===== src/rtl/dice_pkg.sv =====
// Shared types for the dice roll decoder: color codes, controller states and
// per-frame result classification.
package dice_pkg;

  localparam logic [1:0] COLOR_NONE  = 2'b00;
  localparam logic [1:0] COLOR_RED   = 2'b01;
  localparam logic [1:0] COLOR_GREEN = 2'b10;
  localparam logic [1:0] COLOR_BLUE  = 2'b11;

  typedef enum logic [2:0] {
    SYNC,
    ARMED,
    CONFIRM,
    ISSUE,
    WAIT_REMOVE
  } dice_state_t;

  typedef enum logic [1:0] {
    RES_NONE,
    RES_COLOR,
    RES_WHITE
  } frame_res_t;

  // A detector pulse with both color and white asserted is ambiguous and counts as NONE.
  function automatic frame_res_t classify(input logic        cv,
                                          input logic        wd,
                                          input logic [1:0]  color,
                                          input logic [15:0] conf,
                                          input logic [15:0] min_conf);
    if (cv && !wd && (color != COLOR_NONE) && (conf >= min_conf)) return RES_COLOR;
    if (wd && !cv) return RES_WHITE;
    return RES_NONE;
  endfunction

endpackage


===== src/rtl/dice_roll_decoder_if.sv =====
// Detector result stream, move handshake and status outputs of the dice roll decoder.
interface dice_roll_decoder_if;
  logic        frame_start;
  logic        color_valid;
  logic        white_detected;
  logic [1:0]  dominant_color;
  logic [15:0] color_confidence;
  logic        move_ready;
  logic        move_valid;
  logic [1:0]  move_steps;
  logic        armed;
  logic [7:0]  roll_count;
  logic        timeout_flag;

  modport master (
    output frame_start, color_valid, white_detected, dominant_color, color_confidence, move_ready,
    input  move_valid, move_steps, armed, roll_count, timeout_flag
  );

  modport slave (
    input  frame_start, color_valid, white_detected, dominant_color, color_confidence, move_ready,
    output move_valid, move_steps, armed, roll_count, timeout_flag
  );
endinterface


===== src/rtl/dice_roll_decoder_streak.sv =====
// Saturating streak counter; hit_next says the increment applied now reaches THRESH.
module dice_streak_counter #(
  parameter int CNT_W  = 4,
  parameter int THRESH = 3
) (
  input  logic clk,
  input  logic reset,
  input  logic inc,
  input  logic clr,
  output logic hit_next
);

  localparam logic [CNT_W-1:0] CNT_MAX = '1;

  logic [CNT_W-1:0] cnt_q;
  logic [CNT_W-1:0] cnt_d;

  // clr together with inc restarts the streak at 1 (new candidate observed)
  always_comb begin
    cnt_d = cnt_q;
    if (clr) begin
      cnt_d = inc ? CNT_W'(1) : '0;
    end else if (inc && (cnt_q != CNT_MAX)) begin
      cnt_d = cnt_q + 1'b1;
    end
  end

  always_ff @(posedge clk or posedge reset) begin
    if (reset) cnt_q <= '0;
    else       cnt_q <= cnt_d;
  end

  assign hit_next = (int'(cnt_q) + 1) >= THRESH;

endmodule


===== src/rtl/dice_roll_decoder.sv =====
// Debounces detector results into one move request per dice placement.
// Optional forced re-arm after TIMEOUT_FRAMES in WAIT_REMOVE: define DICE_REMOVE_TIMEOUT_EN.
//
// state       | meaning
// SYNC        | after reset, waiting for an empty (white) ROI
// ARMED       | ready for a new roll, no candidate color
// CONFIRM     | candidate color seen, counting matching frames
// ISSUE       | move request pending until accepted
// WAIT_REMOVE | move sent, waiting for white frames (dice removed)
module dice_roll_decoder
  import dice_pkg::*;
#(
  parameter int          CONFIRM_FRAMES = 3,
  parameter int          REMOVE_FRAMES  = 2,
  parameter logic [15:0] MIN_CONFIDENCE = 16'd200,
  parameter int          CNT_W          = 4
`ifdef DICE_REMOVE_TIMEOUT_EN
  ,
  parameter logic [15:0] TIMEOUT_FRAMES = 16'd300
`endif
) (
  input logic               clk,
  input logic               reset,
  dice_roll_decoder_if.slave bus
);

  dice_state_t state_q, state_d;
  logic [1:0]  cand_q, cand_d;
  logic [7:0]  roll_q;
  logic        fs_q, eval_q, fs_rise;
  frame_res_t  res;
  logic        c_inc, c_clr, c_hit_next;
  logic        w_inc, w_clr, w_hit_next;
  logic        roll_inc;
`ifdef DICE_REMOVE_TIMEOUT_EN
  logic [15:0] tmo_q;
  logic        tmo_load, tmo_fire, timeout_q;
`endif

  assign fs_rise = bus.frame_start & ~fs_q;
  assign res     = classify(bus.color_valid, bus.white_detected, bus.dominant_color,
                            bus.color_confidence, MIN_CONFIDENCE);

  // Detector result lands one cycle after the frame boundary
  always_ff @(posedge clk or posedge reset) begin
    if (reset) begin
      fs_q   <= 1'b0;
      eval_q <= 1'b0;
    end else begin
      fs_q   <= bus.frame_start;
      eval_q <= fs_rise;
    end
  end

  dice_streak_counter #(.CNT_W(CNT_W), .THRESH(CONFIRM_FRAMES)) u_color_streak (
    .clk(clk), .reset(reset), .inc(c_inc), .clr(c_clr), .hit_next(c_hit_next)
  );

  dice_streak_counter #(.CNT_W(CNT_W), .THRESH(REMOVE_FRAMES)) u_white_streak (
    .clk(clk), .reset(reset), .inc(w_inc), .clr(w_clr), .hit_next(w_hit_next)
  );

  always_comb begin
    state_d  = state_q;
    cand_d   = cand_q;
    c_inc    = 1'b0;
    c_clr    = 1'b0;
    w_inc    = 1'b0;
    w_clr    = 1'b0;
    roll_inc = 1'b0;
`ifdef DICE_REMOVE_TIMEOUT_EN
    tmo_load = 1'b0;
    tmo_fire = 1'b0;
`endif
    unique case (state_q)
      SYNC: begin
        if (eval_q && (res == RES_WHITE)) state_d = ARMED;
      end
      ARMED: begin
        if (eval_q && (res == RES_COLOR)) begin
          cand_d  = bus.dominant_color;
          c_clr   = 1'b1;
          c_inc   = 1'b1;
          state_d = (CONFIRM_FRAMES <= 1) ? ISSUE : CONFIRM;
        end
      end
      CONFIRM: begin
        if (eval_q) begin
          if ((res == RES_COLOR) && (bus.dominant_color == cand_q)) begin
            c_inc = 1'b1;
            if (c_hit_next) state_d = ISSUE;
          end else if (res == RES_COLOR) begin
            cand_d = bus.dominant_color;
            c_clr  = 1'b1;
            c_inc  = 1'b1;
          end else begin
            c_clr   = 1'b1;
            state_d = ARMED;
          end
        end
      end
      ISSUE: begin
        c_clr = 1'b1;
        if (bus.move_ready) begin
          roll_inc = 1'b1;
          w_clr    = 1'b1;
          state_d  = WAIT_REMOVE;
`ifdef DICE_REMOVE_TIMEOUT_EN
          tmo_load = 1'b1;
`endif
        end
      end
      WAIT_REMOVE: begin
        if (eval_q) begin
          if ((res == RES_WHITE) && w_hit_next) begin
            w_clr   = 1'b1;
            state_d = ARMED;
          end else if (res == RES_WHITE) begin
            w_inc = 1'b1;
          end else begin
            w_clr = 1'b1;
          end
        end
`ifdef DICE_REMOVE_TIMEOUT_EN
        if (!eval_q && fs_rise && (tmo_q == 16'd1)) begin
          w_clr    = 1'b1;
          tmo_fire = 1'b1;
          state_d  = ARMED;
        end
`endif
      end
      default: state_d = SYNC;
    endcase
  end

  always_ff @(posedge clk or posedge reset) begin
    if (reset) begin
      state_q <= SYNC;
      cand_q  <= COLOR_NONE;
      roll_q  <= '0;
    end else begin
      state_q <= state_d;
      cand_q  <= cand_d;
      if (roll_inc) roll_q <= roll_q + 8'd1;
    end
  end

`ifdef DICE_REMOVE_TIMEOUT_EN
  // Down-counter of remaining frame boundaries before forced re-arm
  always_ff @(posedge clk or posedge reset) begin
    if (reset) begin
      tmo_q     <= '0;
      timeout_q <= 1'b0;
    end else begin
      timeout_q <= tmo_fire;
      if (tmo_load) begin
        tmo_q <= TIMEOUT_FRAMES;
      end else if ((state_q == WAIT_REMOVE) && fs_rise && (tmo_q != 16'd0)) begin
        tmo_q <= tmo_q - 16'd1;
      end
    end
  end

  assign bus.timeout_flag = timeout_q;
`else
  assign bus.timeout_flag = 1'b0;
`endif

  assign bus.move_valid = (state_q == ISSUE);
  assign bus.move_steps = (state_q == ISSUE) ? cand_q : COLOR_NONE;
  assign bus.armed      = (state_q == ARMED) || (state_q == CONFIRM);
  assign bus.roll_count = roll_q;

endmodule


===== src/flat_wrapper.sv =====
// flat-port wrapper written by rule: the top's interface ports become plain ports
module dice_roll_decoder_flat import dice_pkg::*;
#(
  parameter int          CONFIRM_FRAMES = 3,
  parameter int          REMOVE_FRAMES  = 2,
  parameter logic [15:0] MIN_CONFIDENCE = 16'd200,
  parameter int          CNT_W          = 4

)
  (clk, reset, bus_frame_start, bus_color_valid, bus_white_detected, bus_dominant_color, bus_color_confidence, bus_move_ready, bus_move_valid, bus_move_steps, bus_armed, bus_roll_count, bus_timeout_flag);
  dice_roll_decoder_if bus_i ();
  input logic clk;
  input logic reset;
  input wire logic [$bits(bus_i.frame_start)-1:0] bus_frame_start;
  input wire logic [$bits(bus_i.color_valid)-1:0] bus_color_valid;
  input wire logic [$bits(bus_i.white_detected)-1:0] bus_white_detected;
  input wire logic [$bits(bus_i.dominant_color)-1:0] bus_dominant_color;
  input wire logic [$bits(bus_i.color_confidence)-1:0] bus_color_confidence;
  input wire logic [$bits(bus_i.move_ready)-1:0] bus_move_ready;
  output wire logic [$bits(bus_i.move_valid)-1:0] bus_move_valid;
  output wire logic [$bits(bus_i.move_steps)-1:0] bus_move_steps;
  output wire logic [$bits(bus_i.armed)-1:0] bus_armed;
  output wire logic [$bits(bus_i.roll_count)-1:0] bus_roll_count;
  output wire logic [$bits(bus_i.timeout_flag)-1:0] bus_timeout_flag;
  assign bus_i.frame_start = bus_frame_start;
  assign bus_i.color_valid = bus_color_valid;
  assign bus_i.white_detected = bus_white_detected;
  assign bus_i.dominant_color = bus_dominant_color;
  assign bus_i.color_confidence = bus_color_confidence;
  assign bus_i.move_ready = bus_move_ready;
  assign bus_move_valid = bus_i.move_valid;
  assign bus_move_steps = bus_i.move_steps;
  assign bus_armed = bus_i.armed;
  assign bus_roll_count = bus_i.roll_count;
  assign bus_timeout_flag = bus_i.timeout_flag;
  dice_roll_decoder #(.CONFIRM_FRAMES(CONFIRM_FRAMES), .REMOVE_FRAMES(REMOVE_FRAMES), .MIN_CONFIDENCE(MIN_CONFIDENCE), .CNT_W(CNT_W)) u_core (.clk(clk), .reset(reset), .bus(bus_i));
endmodule

===== config.mk =====
export PLATFORM = sky130hd
export DESIGN_NAME = dice_roll_decoder_flat
export DESIGN_NICKNAME = d
export VERILOG_FILES = /design/src/rtl/dice_pkg.sv /design/src/rtl/dice_roll_decoder_if.sv /design/src/rtl/dice_roll_decoder_streak.sv /design/src/rtl/dice_roll_decoder.sv /design/src/flat_wrapper.sv
export SDC_FILE = /design/constraint.sdc
export NUM_CORES = 1
export LEC_CHECK = 0
export CORE_ASPECT_RATIO = 0.6
export CORE_MARGIN = 4
export CORE_UTILIZATION = 48
export DETAILED_ROUTE_END_ITERATION = 7
export PLACE_DENSITY = 0.89
export RECOVER_POWER = 25
export SLEW_MARGIN = 0
export SYNTH_ARGS = -nofsm -noshare
export SYNTH_HDL_FRONTEND = slang
export SYNTH_SLANG_ARGS = --single-unit

===== constraint.sdc =====
create_clock -name clk -period 1.9 [get_ports clk]
set_input_delay 0.38 -clock clk [delete_from_list [all_inputs] [get_ports clk]]
set_output_delay 0.38 -clock clk [all_outputs]
set_load 0.03 [all_outputs]

==> results of run 1 <==
-- final timing paths --
| check | startpoint | endpoint | slack [ns] | depth (start not counted) |
|---|---|---|---|---|
| max in group asynchronous | reset | u_core.state_q[1] | 1.06 | 3 |
| max reg2reg | u_core.u_color_streak.cnt_q[0] | u_core.state_q[0] | 0.05 | 7 |
| min reg2reg | u_core.fs_q | u_core.eval_q | 0.42 | 1 |
| max | u_core.u_color_streak.cnt_q[0] | u_core.state_q[0] | 0.05 | 7 |
| min in group asynchronous | reset | u_core.u_white_streak.cnt_q[1] | 0.59 | 3 |
| min | u_core.fs_q | u_core.eval_q | 0.42 | 1 |
-- where the power goes --
part | internal (uW) | leakage [uW] | switching (uW) | total, uW
Sequential | 608 | 0.000296 | 204 | 812
Clock | 150 | 0.0000228 | 162 | 312
Combinational | 554 | 0.000669 | 631 | 1180
Total | 1310 | 0.000988 | 997 | 2310
-- cell usage after synthesis (all sizes together) --
master   instances  share of area [%]
o221a            1               0.78
nand2           14                3.6
o32ai            1               0.61
nand3            1               0.35
and4b            1               0.69
a311oi           2                1.6
a2111o           1               0.78
a21oi            9                3.4
o311a            1               0.69
ha               5                4.3
o41ai            1               0.61
buf              5                2.1
nand2b           7                3.7
o311ai           2                1.2
o21a             1               0.52
a22oi            1               0.52
mux2             4                3.1
xor2             3                1.8
xnor2            7                4.3
nand3b           1               0.52
inv              6                1.6
nor4             2               0.87
nor2            16                4.2
nor3b            4                2.1
nor2b            3                1.3
conb             1               0.26
nand4            5                2.2
a2bb2oi          1               0.61
nand4bb          1               0.78
and2             6                2.6
nor3             2               0.69
a211oi           1               0.52
and3             3                1.3
a311o            1               0.69
or4              3                1.6
o21bai           2                1.0
o21ai            3                1.0
nor4b            1               0.61
dfrtp           23                 40
a31oi            2               0.87
-- stage by stage --
stage | std cells | setup slack, ns | util (%)
finish | 242 | 0.0470 | 71.4
global route | 242 | -0.0370 | 71.4
CTS | 242 | -0.0387 | 69.2
detailed placement | 239 | -0.411 | 66.0
global placement | 239 | -0.323 | 66.0
floorplan | 154 | 0.161 | -
-- layout make-up --
cell class / count / area (um2)
Inverter: 6 / 22.5
Clock buffer: 4 / 45.0
Fill cell: 199 / 821
Timing Repair Buffer: 47 / 443
Tap cell: 42 / 52.6
Multi-Input combinational cell: 120 / 910
Sequential cell: 23 / 578
-- placed cells by master (no fill, tap or decap), drive strengths merged, types with 2 or more instances in the layout --
master	n
o21bai	2
dlygate4sd3	2
nor2	16
clkdlybuf4s50	9
nor4	2
ha	5
nor3	2
buf	19
a31oi	2
o311ai	2
dfrtp	23
xor2	3
mux2	4
nand4	5
dlygate4sd2	6
nor2b	3
nand2	14
o21ai	3
and3	3
or4	3
a21oi	9
clkbuf	4
and2	6
nor3b	4
dlymetal6s2s	11
a311oi	2
inv	6
xnor2	7
nand2b	7
-- repair_timing --
item,4_1_cts,5_1_grt
buffers inserted,1,0
resized for setup,16,19
pin swaps,3,2
setup endpoints to repair,4,9
-- cells by family after synthesis --
family	after synthesis	share of synthesized area, %
simple gates	70	27.1
compound gates	30	15.5
flops	23	39.9
buf+inv	11	3.65
xor+xnor	10	6.08
fa+ha+maj	5	4.34
mux	4	3.12
other cells	1	0.260
-- layer usage --
layer / share of wire, % / track usage, %
met1: 43 / 26.4
met4: 1.6 / 3.78
met2: 49 / 35.2
met5: 0 / 0
met3: 6.7 / 5.56
-- flip-flops by register name, indices dropped and copies added, names as in the netlist --
signal	flops
u_core.state_q	3
u_core.bus.roll_count	8
u_core.u_white_streak.cnt_q	4
u_core.cand_q	2
u_core.eval_q	1
u_core.u_color_streak.cnt_q	4
u_core.fs_q	1
-- worst reg2reg max path, cell delays in order, from the launching register on --
cell     delay [ns]
dfrtp_1        0.37
buf_4          0.15
inv_1          0.05
ha_1           0.31
nor2_1         0.06
o41ai_1        0.41
a21oi_1        0.13
o221a_2        0.27
==> report_table.html, run 1 <==
<table>
<tr><th>Metric</th><th>Value</th></tr>
<tr><th colspan="2">Finish</th></tr>
<tr><td>Area growth from synthesis to final layout</td><td>42.3%</td></tr>
<tr><td>Final cell area excluding filler cells</td><td>slightly above 2000 um2</td></tr>
<tr><td>Antenna cell count</td><td>0</td></tr>
<tr><td>Layout cells sized above 1</td><td>between 20% and 30%</td></tr>
<tr><td>Net count reported at finish</td><td>230</td></tr>
<tr><th colspan="2">Logic synthesis</th></tr>
<tr><td>Post-synth net total</td><td>~180</td></tr>
<tr><td>Netlist area before placement</td><td>1440 um2</td></tr>
<tr><td>Synthesized area per cell</td><td>approximately 9.4 um2</td></tr>
<tr><td>Unique masters post-synth</td><td>between 40 and 50</td></tr>
<tr><td>Post-synthesis sequential element count</td><td>23</td></tr>
<tr><td>Number of instances in the synthesized netlist</td><td>roughly 150</td></tr>
<tr><td>Sequential cell area fraction in the yosys report</td><td>about two fifths</td></tr>
<tr><td>Count of warnings emitted by yosys</td><td>0</td></tr>
<tr><th colspan="2">Pwr</th></tr>
<tr><td>Total power divided by cell area</td><td>between 1000 and 1500 nW/um2</td></tr>
<tr><td>Leakage power</td><td>~0.00099 uW</td></tr>
<tr><td>Total power</td><td>around 2300 uW</td></tr>
<tr><td>Max IR drop VDD</td><td>roughly 750 uV</td></tr>
<tr><th colspan="2">CTS</th></tr>
<tr><td>Clock buffer depth</td><td>2</td></tr>
<tr><td>Cell chosen for the clock root</td><td>clkbuf_8</td></tr>
<tr><td>Sinks on the clock net</td><td>23</td></tr>
<tr><td>Deepest level of the CTS H-tree</td><td>1</td></tr>
<tr><td>Number of clock buffers inserted by TritonCTS</td><td>3</td></tr>
<tr><td>Clock tree from TritonCTS</td><td>built</td></tr>
<tr><td>CTS hold repair buffers</td><td>0</td></tr>
<tr><td>Clock-pin transition on the worst setup and hold timing paths</td><td>0.08 ns</td></tr>
<tr><td>Clk Latency, worst-skew pair</td><td>between 0.2 and 0.3 ns</td></tr>
<tr><th colspan="2">Placement</th></tr>
<tr><td>Count of buffers from port buffering</td><td>32</td></tr>
<tr><td>Weighted congestion reported at the end of routability-driven placement</td><td>0.948</td></tr>
<tr><td>Post-Place Cell Area</td><td>~1900 um2</td></tr>
<tr><td>Detailed placer's ending HPWL</td><td>2840 um</td></tr>
<tr><th colspan="2">STA</th></tr>
<tr><td>Final hold slack</td><td>roughly 0.42 ns</td></tr>
<tr><td>Maximum clock skew at final layout</td><td>0.00358 ns</td></tr>
<tr><td>Final period util</td><td>a little over nine tenths</td></tr>
<tr><td>Maximum achievable frequency</td><td>0.540 GHz</td></tr>
<tr><td>Final max-slew violation count</td><td>0</td></tr>
<tr><td>Finish-stage setup viols</td><td>0</td></tr>
<tr><td>Final TNS setup</td><td>0 ns</td></tr>
<tr><td>Endpoints failing hold</td><td>0</td></tr>
<tr><td>Post-route minimum period</td><td>between 1.5 and 2 ns</td></tr>
<tr><th colspan="2">Status</th></tr>
<tr><td>Result of the run</td><td>completed</td></tr>
<tr><th colspan="2">Critical path</th></tr>
<tr><td>Critical Path Max Stage Delay</td><td>about 0.41 ns</td></tr>
<tr><td>CP startpoint kind</td><td>register</td></tr>
<tr><td>Critical path data arrival time</td><td>~2 ns</td></tr>
<tr><td>Largest driver fanout on the critical path</td><td>6</td></tr>
<tr><td>CP cell instances</td><td>buf_4 -&gt; inv_1 -&gt; ha_1 -&gt; nor2_1 -&gt; o41ai_1 -&gt; a21oi_1 -&gt; o221a_2</td></tr>
<tr><td>Critical path class</td><td>register to register</td></tr>
<tr><td>Required @ worst endpoint</td><td>about 2 ns</td></tr>
<tr><td>Cell at the slowest stage of the critical path</td><td>o41ai_1</td></tr>
<tr><td>Count of buffering cells on the critical path with inverters included</td><td>2</td></tr>
<tr><td>Crit path max-delay family</td><td>compound AO/OA/AOI/OAI gates</td></tr>
<tr><td>Endpoint type of the worst setup path</td><td>register</td></tr>
<tr><th colspan="2">Detailed routing</th></tr>
<tr><td>Initial detailed-routing violation count</td><td>between 100 and 150</td></tr>
<tr><td>Remaining design rule violation count</td><td>0</td></tr>
<tr><td>Ratio of routed vias to standard cells</td><td>~5.7</td></tr>
<tr><td>Vias</td><td>approximately 1400</td></tr>
<tr><td>Detail-routed net length per standard cell</td><td>around 17 um</td></tr>
<tr><td>Detailed-router iteration count before antenna repair</td><td>4</td></tr>
<tr><td>Aggregate routed wire length</td><td>approximately 4000 um</td></tr>
<tr><td>Antenna Violating Nets Remaining</td><td>0</td></tr>
<tr><th colspan="2">Run</th></tr>
<tr><td>Number of maximum-capacitance constraint violations</td><td>0</td></tr>
<tr><th colspan="2">Floorplan</th></tr>
<tr><td>Starting Density</td><td>50.2%</td></tr>
<tr><td>Area of the die</td><td>3970 um2</td></tr>
<tr><td>Overall die width</td><td>about 80 um</td></tr>
<tr><td>CORE AREA</td><td>2870 um2</td></tr>
<tr><td>I/O pin count</td><td>37</td></tr>
<tr><td>Die Height</td><td>around 50 um</td></tr>
<tr><td>Row cnt</td><td>15</td></tr>
<tr><th colspan="2">Global route</th></tr>
<tr><td>Via count of the first global-routing pass</td><td>about 1400</td></tr>
<tr><td>Wire length of the first global-routing pass</td><td>6430 um</td></tr>
<tr><td>Maximum number of pins on one net before global-route repair</td><td>24</td></tr>
<tr><td>Antenna violations before repair</td><td>0</td></tr>
<tr><td>Global Route Usage Sum</td><td>20.5%</td></tr>
<tr><td>Global route total overflow</td><td>0</td></tr>
<tr><th colspan="2">Min path</th></tr>
<tr><td>Min-delay worst type</td><td>register to register</td></tr>
</table>
No activity file was read; power rests on OpenSTA's default activity.
==> run 2, diff against run 1 <==
--- a/config.mk
+++ b/config.mk
@@ -9,6 +9,7 @@
 export CORE_MARGIN = 4
 export CORE_UTILIZATION = 48
 export DETAILED_ROUTE_END_ITERATION = 7
+export HOLD_SLACK_MARGIN = 0.15
 export PLACE_DENSITY = 0.89
 export RECOVER_POWER = 25
 export SLEW_MARGIN = 0
==> results of run 2 <==
No change in the layout: final DEF, timing and power equal those of run 1.
==> run 3, diff against run 2 <==
--- a/config.mk
+++ b/config.mk
@@ -5,6 +5,7 @@
 export SDC_FILE = /design/constraint.sdc
 export NUM_CORES = 1
 export LEC_CHECK = 0
+export CAP_MARGIN = 20
 export CORE_ASPECT_RATIO = 0.6
 export CORE_MARGIN = 4
 export CORE_UTILIZATION = 48
@@ -12,7 +13,7 @@
 export HOLD_SLACK_MARGIN = 0.15
 export PLACE_DENSITY = 0.89
 export RECOVER_POWER = 25
-export SLEW_MARGIN = 0
+export SLEW_MARGIN = 20
 export SYNTH_ARGS = -nofsm -noshare
 export SYNTH_HDL_FRONTEND = slang
 export SYNTH_SLANG_ARGS = --single-unit
==> results of run 3 <==
No change in the layout: final DEF, timing and power equal those of run 1.
